$ cat src/rtl/mvm_pkg.sv
// rtl/mvm_pkg.sv - shared types, defaults and requantization for the MVM result collector
package mvm_pkg;

    localparam int MVM_K = 16;
    localparam int MVM_B = 8;

    typedef logic signed [2*MVM_B-1:0] acc_t;
    typedef logic signed [MVM_B-1:0]   res_t;

    typedef struct packed {
        logic last;
        res_t data;
    } fifo_entry_t;

    typedef enum logic {
        ST_IDLE,
        ST_CAPTURE
    } state_t;

    // Round half up, arithmetic shift, then clamp to the signed B-bit range.
    // One guard bit keeps x + rounding constant from wrapping.
    function automatic res_t requant(acc_t x, logic [4:0] shift);
        logic signed [2*MVM_B:0] w;
        logic signed [2*MVM_B:0] rnd;
        res_t r;
        w = {x[2*MVM_B-1], x};
        if (shift != 5'd0) begin
            rnd = '0;
            rnd[shift - 5'd1] = 1'b1;
            w = (w + rnd) >>> shift;
        end
        if (w[2*MVM_B] && !(&w[2*MVM_B:MVM_B-1])) begin
            r = {1'b1, {(MVM_B-1){1'b0}}};
        end else if (!w[2*MVM_B] && (|w[2*MVM_B:MVM_B-1])) begin
            r = {1'b0, {(MVM_B-1){1'b1}}};
        end else begin
            r = w[MVM_B-1:0];
        end
        return r;
    endfunction

endpackage

$ cat src/rtl/mvm_result_fifo.sv
// rtl/mvm_result_fifo.sv - circular result FIFO with occupancy count, head shown while non-empty
module mvm_result_fifo
    import mvm_pkg::*;
#(
    parameter int DEPTH = 32,
    parameter int AW    = (DEPTH > 1) ? $clog2(DEPTH) : 1,
    parameter int CW    = $clog2(DEPTH + 1)
) (
    input  logic        clk,
    input  logic        reset,
    input  logic        push_valid_i,
    input  fifo_entry_t push_entry_i,
    input  logic        pop_ready_i,
    output logic        out_valid_o,
    output fifo_entry_t out_entry_o,
    output logic [CW-1:0] count_o
);

    fifo_entry_t   mem_q [DEPTH];
    logic [AW-1:0] wr_ptr_q, wr_ptr_d;
    logic [AW-1:0] rd_ptr_q, rd_ptr_d;
    logic [CW-1:0] count_q, count_d;
    logic          pop;

    assign pop = pop_ready_i && (count_q != '0);

    always_comb begin
        wr_ptr_d = wr_ptr_q;
        rd_ptr_d = rd_ptr_q;
        count_d  = count_q;
        if (push_valid_i) begin
            wr_ptr_d = (wr_ptr_q == AW'(DEPTH - 1)) ? '0 : wr_ptr_q + AW'(1);
        end
        if (pop) begin
            rd_ptr_d = (rd_ptr_q == AW'(DEPTH - 1)) ? '0 : rd_ptr_q + AW'(1);
        end
        case ({push_valid_i, pop})
            2'b10:   count_d = count_q + CW'(1);
            2'b01:   count_d = count_q - CW'(1);
            default: count_d = count_q;
        endcase
    end

    always_ff @(posedge clk) begin
        if (reset) begin
            wr_ptr_q <= '0;
            rd_ptr_q <= '0;
            count_q  <= '0;
        end else begin
            wr_ptr_q <= wr_ptr_d;
            rd_ptr_q <= rd_ptr_d;
            count_q  <= count_d;
        end
    end

    always_ff @(posedge clk) begin
        if (push_valid_i) begin
            mem_q[wr_ptr_q] <= push_entry_i;
        end
    end

    // Head forced to zero when empty so stale storage never leaks onto the stream.
    assign out_valid_o = (count_q != '0);
    assign out_entry_o = out_valid_o ? mem_q[rd_ptr_q] : '0;
    assign count_o     = count_q;

endmodule

$ cat src/rtl/mvm_result_collector.sv
// rtl/mvm_result_collector.sv - captures K MVM results per done pulse, requantizes, queues them
// Optional build macro RESULT_RELU_EN clamps negative requantized results to zero.
module mvm_result_collector
    import mvm_pkg::*;
#(
    parameter int K     = MVM_K,
    parameter int B     = MVM_B,
    parameter int SHIFT = 4,
    parameter int DEPTH = 32
) (
    input  logic           clk,
    input  logic           reset,
    input  logic           done_in,
    input  logic [2*B-1:0] data_in,
    output logic           out_valid,
    input  logic           out_ready,
    output logic [B-1:0]   out_data,
    output logic           out_last,
    output logic           busy,
    output logic           overflow
);

    localparam int IW = (K > 1) ? $clog2(K) : 1;
    localparam int CW = $clog2(DEPTH + 1);

    state_t        state_q;
    logic [IW-1:0] idx_q;
    logic          busy_q;
    logic          overflow_q;
    logic [CW-1:0] fifo_count;
    logic          admit;
    logic          push_valid;
    res_t          res_sat;
    res_t          res_out;
    fifo_entry_t   push_entry;
    fifo_entry_t   head;

    // A whole vector is reserved up front, so the capture pushes never see a full FIFO.
    assign admit = ({1'b0, fifo_count} + (CW+1)'(K)) <= (CW+1)'(DEPTH);

    assign res_sat = requant(acc_t'(data_in), 5'(SHIFT));

`ifdef RESULT_RELU_EN
    assign res_out = res_sat[B-1] ? '0 : res_sat;
`else
    assign res_out = res_sat;
`endif

    assign push_valid      = (state_q == ST_CAPTURE);
    assign push_entry.last = (idx_q == IW'(K - 1));
    assign push_entry.data = res_out;

    always_ff @(posedge clk) begin
        if (reset) begin
            state_q    <= ST_IDLE;
            idx_q      <= '0;
            busy_q     <= 1'b0;
            overflow_q <= 1'b0;
        end else begin
            case (state_q)
                ST_IDLE: begin
                    if (done_in) begin
                        if (admit) begin
                            state_q <= ST_CAPTURE;
                            idx_q   <= '0;
                            busy_q  <= 1'b1;
                        end else begin
                            overflow_q <= 1'b1;
                        end
                    end
                end
                ST_CAPTURE: begin
                    idx_q <= idx_q + IW'(1);
                    if (idx_q == IW'(K - 1)) begin
                        state_q <= ST_IDLE;
                        idx_q   <= '0;
                        busy_q  <= 1'b0;
                    end
                end
            endcase
        end
    end

    mvm_result_fifo #(
        .DEPTH (DEPTH)
    ) u_fifo (
        .clk          (clk),
        .reset        (reset),
        .push_valid_i (push_valid),
        .push_entry_i (push_entry),
        .pop_ready_i  (out_ready),
        .out_valid_o  (out_valid),
        .out_entry_o  (head),
        .count_o      (fifo_count)
    );

    assign out_data = head.data;
    assign out_last = head.last;
    assign busy     = busy_q;
    assign overflow = overflow_q;

endmodule

$ cat config.mk
export PLATFORM = sky130hd
export DESIGN_NAME = mvm_result_collector
export DESIGN_NICKNAME = d
export VERILOG_FILES = /design/src/rtl/mvm_pkg.sv /design/src/rtl/mvm_result_fifo.sv /design/src/rtl/mvm_result_collector.sv
export SDC_FILE = /design/constraint.sdc
export NUM_CORES = 1
export LEC_CHECK = 0
export CAP_MARGIN = 25
export CORE_UTILIZATION = 25
export DETAILED_ROUTE_END_ITERATION = 8
export SYNTH_ARGS = -nofsm -noshare
export SYNTH_HDL_FRONTEND = slang
export SYNTH_SLANG_ARGS = --single-unit
$ cat constraint.sdc
create_clock -name clk -period 4.4 [get_ports clk]
set_input_delay 1.1 -clock clk [delete_from_list [all_inputs] [get_ports clk]]
set_output_delay 1.1 -clock clk [all_outputs]
set_load 0.01 [all_outputs]
# Word-level counts from Yosys, hierarchy flattened
# Memory sizes are Yosys's and may differ from the RTL's. A register that Yosys moved wholly into a read port is not among the register bits.
# Index checks and enable logic that the tools add are counted.
# W data, S select, Z words.
word_totals:
  register_bits: 23
  latch_bits: 0
  ram_bits: 288
  rom_bits: 0
  input_bits: 20
  out_inout_bits: 12
  elab_cells: 60
  mem_count: 1
op_classes:
  addsub: 7
  n_mul: 0
  div: 0
  order_cmp: 1
  eq_ne: 8
  shift: 0
  muxes: 22
  n_bitwise: 2
  n_reduce_logical: 12
memory_table:
  columns: ["memory", "words", "width", "read_ports", "rd_clocked_by_memory_dff", "wr", "line", "rtl"]
  rows:
  - ["u_fifo.mem_q", 32, 9, 1, 1, 1, "mvm_result_fifo.sv:19", "fifo_entry_t mem_q [DEPTH];"]
ops:
  columns: ["op", "n"]
  rows:
  - ["$mux W5", 4]
  - ["$add A16 B5 Y17 const B", 1]
  - ["$mux W8", 2]
  - ["$mux W4", 3]
  - ["$pmux W6 S2", 1]
  - ["$add A5 B1 Y5 const B", 2]
  - ["$eq A5 B5 Y1 const B", 2]
  - ["$mux W9", 1]
  - ["$mux W1", 8]
  - ["$pmux W4 S2", 1]
  - ["$add A6 B5 Y7 const B", 1]
  - ["$le A7 B6 Y1 const B", 1]
  - ["$add A6 B1 Y6 const B", 1]
  - ["$reduce_and A3 Y1", 2]
  - ["$reduce_and A6 Y1", 1]
  - ["$reduce_bool A6 Y1", 1]
  - ["$reduce_or A6 Y1", 1]
  - ["$sub A6 B1 Y6 const B", 1]
  - ["$add A4 B1 Y4 const B", 1]
  - ["$eq A4 B4 Y1 const B", 1]
  - ["$ne A2 B2 Y1 const B", 2]
  - ["$pmux W1 S2", 2]
  - ["$logic_and A1 B1 Y1", 3]
  - ["$eq A2 B1 Y1 const B", 1]
  - ["other kinds (6)", 8]

# Longest topological paths before layout
# Gate-level depths: netlist of run 1.
logic_depth:
  word_depth: 5
  depth_mapped: 13
  depth_no_buf: 11

# Modules after synthesis
# From an unflattened synthesis of run 1, not the netlist that was laid out.
unflattened:
  cells_unflattened: 704
  area_unflattened_um2: 12997.5
by_module_without_submodules:
  columns: ["mod", "instances", "cells_per_inst", "area_each_um2", "seq_area_each_um2"]
  rows:
  - ["mvm_result_fifo", 1, 614, 12309.3, 9068.7]
  - ["mvm_result_collector", 1, 90, 688.2, 140.1]

# Worst setup path before layout of run 1
# Ideal clock, no wire load.
synth_path:
  path_type: "in2reg"
  startpoint: "in data_in[3]"
  endpoint: "mem u_fifo.mem_q[0][0] (netlist name) (data pin)"
  setup_time_ns: 0.351
  t_arrival_ns: 3.204
  t_required_ns: 4.049
  setup_slack_ns: 0.846
  path_stages: 6
  n_path_buf: 0
  cell_sequence: "ha_1 > nand3_1 > or3b_2 > a21oi_1 > o22ai_1 > nor2_1"
synth_rtl:
  columns: ["element", "line", "rtl"]
  rows:
  - ["from (decl)", "mvm_result_collector.sv:14", "input logic [2*B-1:0] data_in,"]
  - ["to (decl)", "mvm_result_fifo.sv:19", null]

==> results of run 1 <==
==> synth_stat cells (2+ instances only) <==
cell type / instances / area share (%)
a211oi_1: 8 / 0.46
a21o_1: 2 / 0.12
a21oi_1: 28 / 1.1
a311oi_1: 3 / 0.20
a31oi_1: 4 / 0.19
and3_1: 3 / 0.14
and4_1: 3 / 0.20
buf_1: 3 / 0.086
buf_2: 10 / 0.38
buf_6: 2 / 0.17
clkbuf_1: 23 / 0.66
dfxtp_1: 28 / 4.3
edfxtp_1: 288 / 66
ha_1: 12 / 1.2
inv_1: 8 / 0.23
mux2_2: 21 / 1.8
mux2i_1: 22 / 1.7
mux4_2: 72 / 12
nand2_1: 29 / 0.84
nand2b_1: 2 / 0.096
nand3_1: 11 / 0.42
nand3b_1: 3 / 0.17
nand4_1: 5 / 0.24
nor2_1: 72 / 2.1
nor2b_1: 5 / 0.24
nor3_1: 3 / 0.12
nor3b_1: 4 / 0.23
nor4_1: 2 / 0.096
o211ai_1: 9 / 0.52
o21ai_0: 8 / 0.31
o21ai_1: 9 / 0.35
o22ai_1: 8 / 0.38
or3_1: 3 / 0.14
or3b_2: 2 / 0.13
or4_1: 2 / 0.12
or4b_2: 2 / 0.15
xnor2_1: 4 / 0.27
xor2_1: 6 / 0.40
==> registers in the layout, summed over array words and instances (netlist names), named ones only <==
| name | count |
|---|---|
| busy | 1 |
| idx_q | 4 |
| overflow | 1 |
| push_valid | 1 |
| u_fifo.count_o | 6 |
| u_fifo.mem_q | 288 |
| u_fifo.rd_ptr_q | 5 |
| u_fifo.wr_ptr_q | 5 |
==> area by class of cell <==
type                       instances  area, sq um
clock inverter                    15        98.84
sequential                       316         9218
timing repair buffer              62        605.6
inverter                           9        33.78
tap                              680        850.8
fill                            4998        36160
clock buffer                      41        813.3
multi-input combinational        379         3627
==> worst register-to-register path, stage by stage (launching register included) <==
cell and delay, ns:
dfxtp_1 0.39, or4_4 0.58, o31ai_2 0.55, inv_1 0.19, ha_1 0.38, xor2_1 0.20
ha_1 0.20, a21oi_1 0.26, a32oi_1 0.15, a21oi_1 0.19, mux2_2 0.34
==> report_power, final <==
part	leakage [nW]	internal, mW	switching, mW
clock network	0.443	1.31	1.11
registers	2.81	3.37	0.120
logic	1.34	0.976	0.941
total	4.59	5.65	2.17
==> cells by family (layout without fill, tap and decap cells) <==
| family | count (synthesis) | count (layout) |
|---|---|---|
| XOR/XNOR | 10 | 10 |
| flip-flops | 316 | 316 |
| AO/OA/AOI/OAI | 87 | 87 |
| buffers and inverters | 47 | 127 |
| AND/OR/NAND/NOR | 155 | 155 |
| multiplexers | 115 | 115 |
| adder cells (fa/ha/maj) | 12 | 12 |
==> what timing repair did <==
action | 4_1_cts | 5_1_grt
resized for setup | 0 | 0
endpoints found under the setup margin | 0 | 8
setup buffers | 0 | 10
==> metal layers <==
layer	part of all wire (%)	up-vias
met5	0	-
met4	2.7	0
met3	4.3	37
met2	48	153
met1	45	3466
li1	-	3102
==> cells in the final DEF (no fill, tap or decap), types with 4 or more instances in the layout <==
cell type        instances
o211ai_1                 9
nand3_1                 11
o22ai_1                  8
clkdlybuf4s50_1         28
clkbuf_1                10
nor2_1                  65
mux2i_1                 22
inv_1                    8
nand2_1                 29
dfxtp_1                 25
clkinv_2                 4
xnor2_1                  4
o21ai_0                  8
nor2b_1                  5
edfxtp_1               288
a211oi_1                 8
mux2_2                  21
clkinv_1                 7
a31oi_1                  4
xor2_1                   6
nand4_1                  5
nor2_2                   7
a21oi_1                 28
nor3b_1                  4
buf_4                   29
clkbuf_16               31
mux4_2                  72
ha_1                    12
buf_12                   4
o21ai_1                  9
==> through the flow <==
step | setup slack (ns) | utilization [%]
final | 0.1359 | 29.66
after global routing | 0.05714 | 29.66
after CTS | 0.004460 | 29.46
after detailed placement | 0.4570 | 27.69
after global placement | 0.5547 | 27.69
after floorplan | 0.8455 | -
==> worst max-delay path by stage <==
| stage | endpoint | slack, ns | depth (start not counted) |
|---|---|---|---|
| after floorplan | u_fifo.mem_q[0][0] | 0.85 | 6 |
| after global placement | u_fifo.mem_q[8][1] | 0.55 | 8 |
| after detailed placement | u_fifo.mem_q[8][1] | 0.46 | 8 |
| after CTS | out_data[4] | 0.004 | 6 |
| after global routing | out_data[3] | 0.06 | 7 |
| final | out_data[0] | 0.14 | 7 |
==> Implementation_results.wiki, run 1 <==
{| class="wikitable"
! Metric !! Value
|-
| Basic-gate share of the synthesized area counting and, or, nand and nor cells || 5.765%
|-
| Hold Slack || 0.4826 ns
|-
| Reg2reg start || u_fifo.count_o[1]
|-
| Reg2Reg Capture Point || u_fifo.count_o[4]
|-
| Cell area power density || 512.6 nW/um^2
|-
| Cell Count Post-Placement || 1,435
|-
| Clock tree buffer depth || 3
|-
| Reg2reg setup slack || 0.87 ns
|-
| Worst hold path endpoint || overflow
|-
| Effective utilization at floorplan || 25.33%
|-
| Pin count of the biggest net entering global routing || 33
|-
| Overall power || 7.815 mW
|-
| Static leakage || 4.591 nW
|-
| Met3 track demand over resource || 1.314%
|-
| Total number of clock tree sinks || 316
|-
| CTS tree || done
|-
| Part of the Yosys area used for sequential elements || 70.71%
|-
| Routed wire per std cell || 17.98 um
|-
| Final standard cell area without fillers || 15,250 sq um
|-
| Maximum resistive drop on vdd || 302.8 uV
|-
| Post-synthesis async set-or-reset flop share || 0%
|-
| Largest stage delay on the critical path || 0.54 ns
|-
| Global-route met1 utilization || 13.76%
|-
| Hold depth || 2
|-
| Fraction of synthesized area in multiplexers || 15.96%
|-
| DRC errors left || 0
|-
| Syn Inst Count || 742
|-
| Final count of pins violating max slew || 0
|-
| Compound-Gate Fraction of Synth Area || 4.170%
|-
| Max-cap viol count || 0
|-
| Die boundary height || 230.2 um
|-
| Clock latency reported for the late side of the worst-skew pair || 0.58 ns
|-
| Data arrival, critical path || 3.16 ns
|-
| Post-placement cell area || 14,230 sq um
|-
| Crit start category || register
|-
| Cell depth of the worst flop-to-flop path || 10
|-
| EDFF count, synth || 288
|-
| CTS Root Buffer Type || clkbuf_16
|-
| Ys flop type || edfxtp_1
|-
| Hold Fails Final Rpt || 0
|-
| Final clock skew || 0.02721 ns
|-
| Post-synthesis sequential element count || 316
|-
| Cts bufs inserted || 31
|-
| Register clock-pin slew on the reported worst setup and hold paths || 0.07 ns
|-
| CP max-delay cell || mux4_2
|-
| Std-Cell Rows || 83
|-
| CP Buf/Inv Count || 3
|-
| Category of the worst setup path capture point || output port
|-
| Post-DR vias/cell || 4.499
|-
| Startpoint of the most critical hold path || overflow
|-
| Portion of the clock cycle consumed by the worst path in the final layout || 96.91%
|-
| Xor/xnor share of the synthesized area || 0.6726%
|-
| DRT antenna net count || 0
|-
| Hold Path Class || reg -> reg
|-
| Count of hold buffers inserted by post-cts repair || 0
|-
| Final critical delay including setup and external delays || 4.264 ns
|-
| CTS H-tree lvls || 1
|-
| Yosys Warn Count || 0
|-
| Synth Net Count || 774
|-
| Type of the setup path with the least slack || reg -> out
|-
| Dpl hpwl || 16,570 um
|-
| Core region area || 51,410 sq um
|-
| DRT Pass-1 Iters || 7
|-
| Top Ports || 32
|-
| Cell-by-cell trace of the critical path || buf_4 -> buf_12 -> mux4_2 -> mux2_2 -> a21oi_1 -> o21ai_1 -> clkdlybuf4s50_1
|-
| Gpl congestion || 0.7397
|-
| Met2 layer usage reported by global route || 16.53%
|-
| Fmax achieved || 234.5 MHz
|-
| First-pass GRT wire length || 41,230 um
|-
| I/O Buffers || 28
|-
| Unrepaired setup endpoints after global routing || false
|-
| Growth of design area from synthesis to finish || 17.08%
|-
| Main combinational cell family by area after synthesis || multiplexers
|-
| Actual transition at the worst max-transition pin || 1.018 ns
|-
| GRT Resource Usage Total || 10.15%
|-
| Vias in the first global route || 6,766
|-
| Die Area || 53,010 sq um
|-
| Final net count || 831
|-
| Chip Width || 230.2 um
|-
| Starting DRT DRC Count || 438
|-
| Distinct cells, synth || 51
|-
| Critical path fanouts, max || 14
|-
| Cell area after synthesis || 13,020 sq um
|-
| Worst relative slew slack || 31.85%
|-
| Total grt overflow || 0
|-
| Non-Filler Instances || 1,502
|-
| Outcome || completed
|-
| Cell family with the largest share of critical-path delay || buffers and inverters
|-
| Post-detailed-routing wire length || 27,010 um
|-
| Required time at the worst-slack endpoint || 3.30 ns
|-
| Share of layout cells above drive strength 1 || 22.63%
|-
| Count of inserted antenna diode cells || 0
|-
| Final setup violation count || 0
|-
| Number of antenna violations at the first check in global routing || 0
|-
| Sum Neg Setup Slack || 0 ns
|-
| Adder-Cell Fraction of Synth Area || 1.153%
|-
| Average footprint of a synthesized cell || 17.55 sq um
|-
| Routing layer with the top usage in global route || met2
|-
| Total vias in the final route || 6,758
|}
Note: power is estimated with default switching activity, not from simulation.
==> inputs of run 2 (changes only) <==
--- a/config.mk
+++ b/config.mk
@@ -5,6 +5,7 @@
 export SDC_FILE = /design/constraint.sdc
 export NUM_CORES = 1
 export LEC_CHECK = 0
+export ABC_CLOCK_PERIOD_IN_PS = 4400
 export CAP_MARGIN = 25
 export CORE_UTILIZATION = 25
 export DETAILED_ROUTE_END_ITERATION = 8
==> results of run 2 <==
The final DEF is identical to that of run 1; final timing and power are the same.
==> inputs of run 3 (changes only) <==
--- a/config.mk
+++ b/config.mk
@@ -8,6 +8,7 @@
 export ABC_CLOCK_PERIOD_IN_PS = 4400
 export CAP_MARGIN = 25
 export CORE_UTILIZATION = 25
+export CTS_CLUSTER_SIZE = 40
 export DETAILED_ROUTE_END_ITERATION = 8
 export SYNTH_ARGS = -nofsm -noshare
 export SYNTH_HDL_FRONTEND = slang
==> results of run 3 <==
The final DEF is identical to that of run 1; final timing and power are the same.
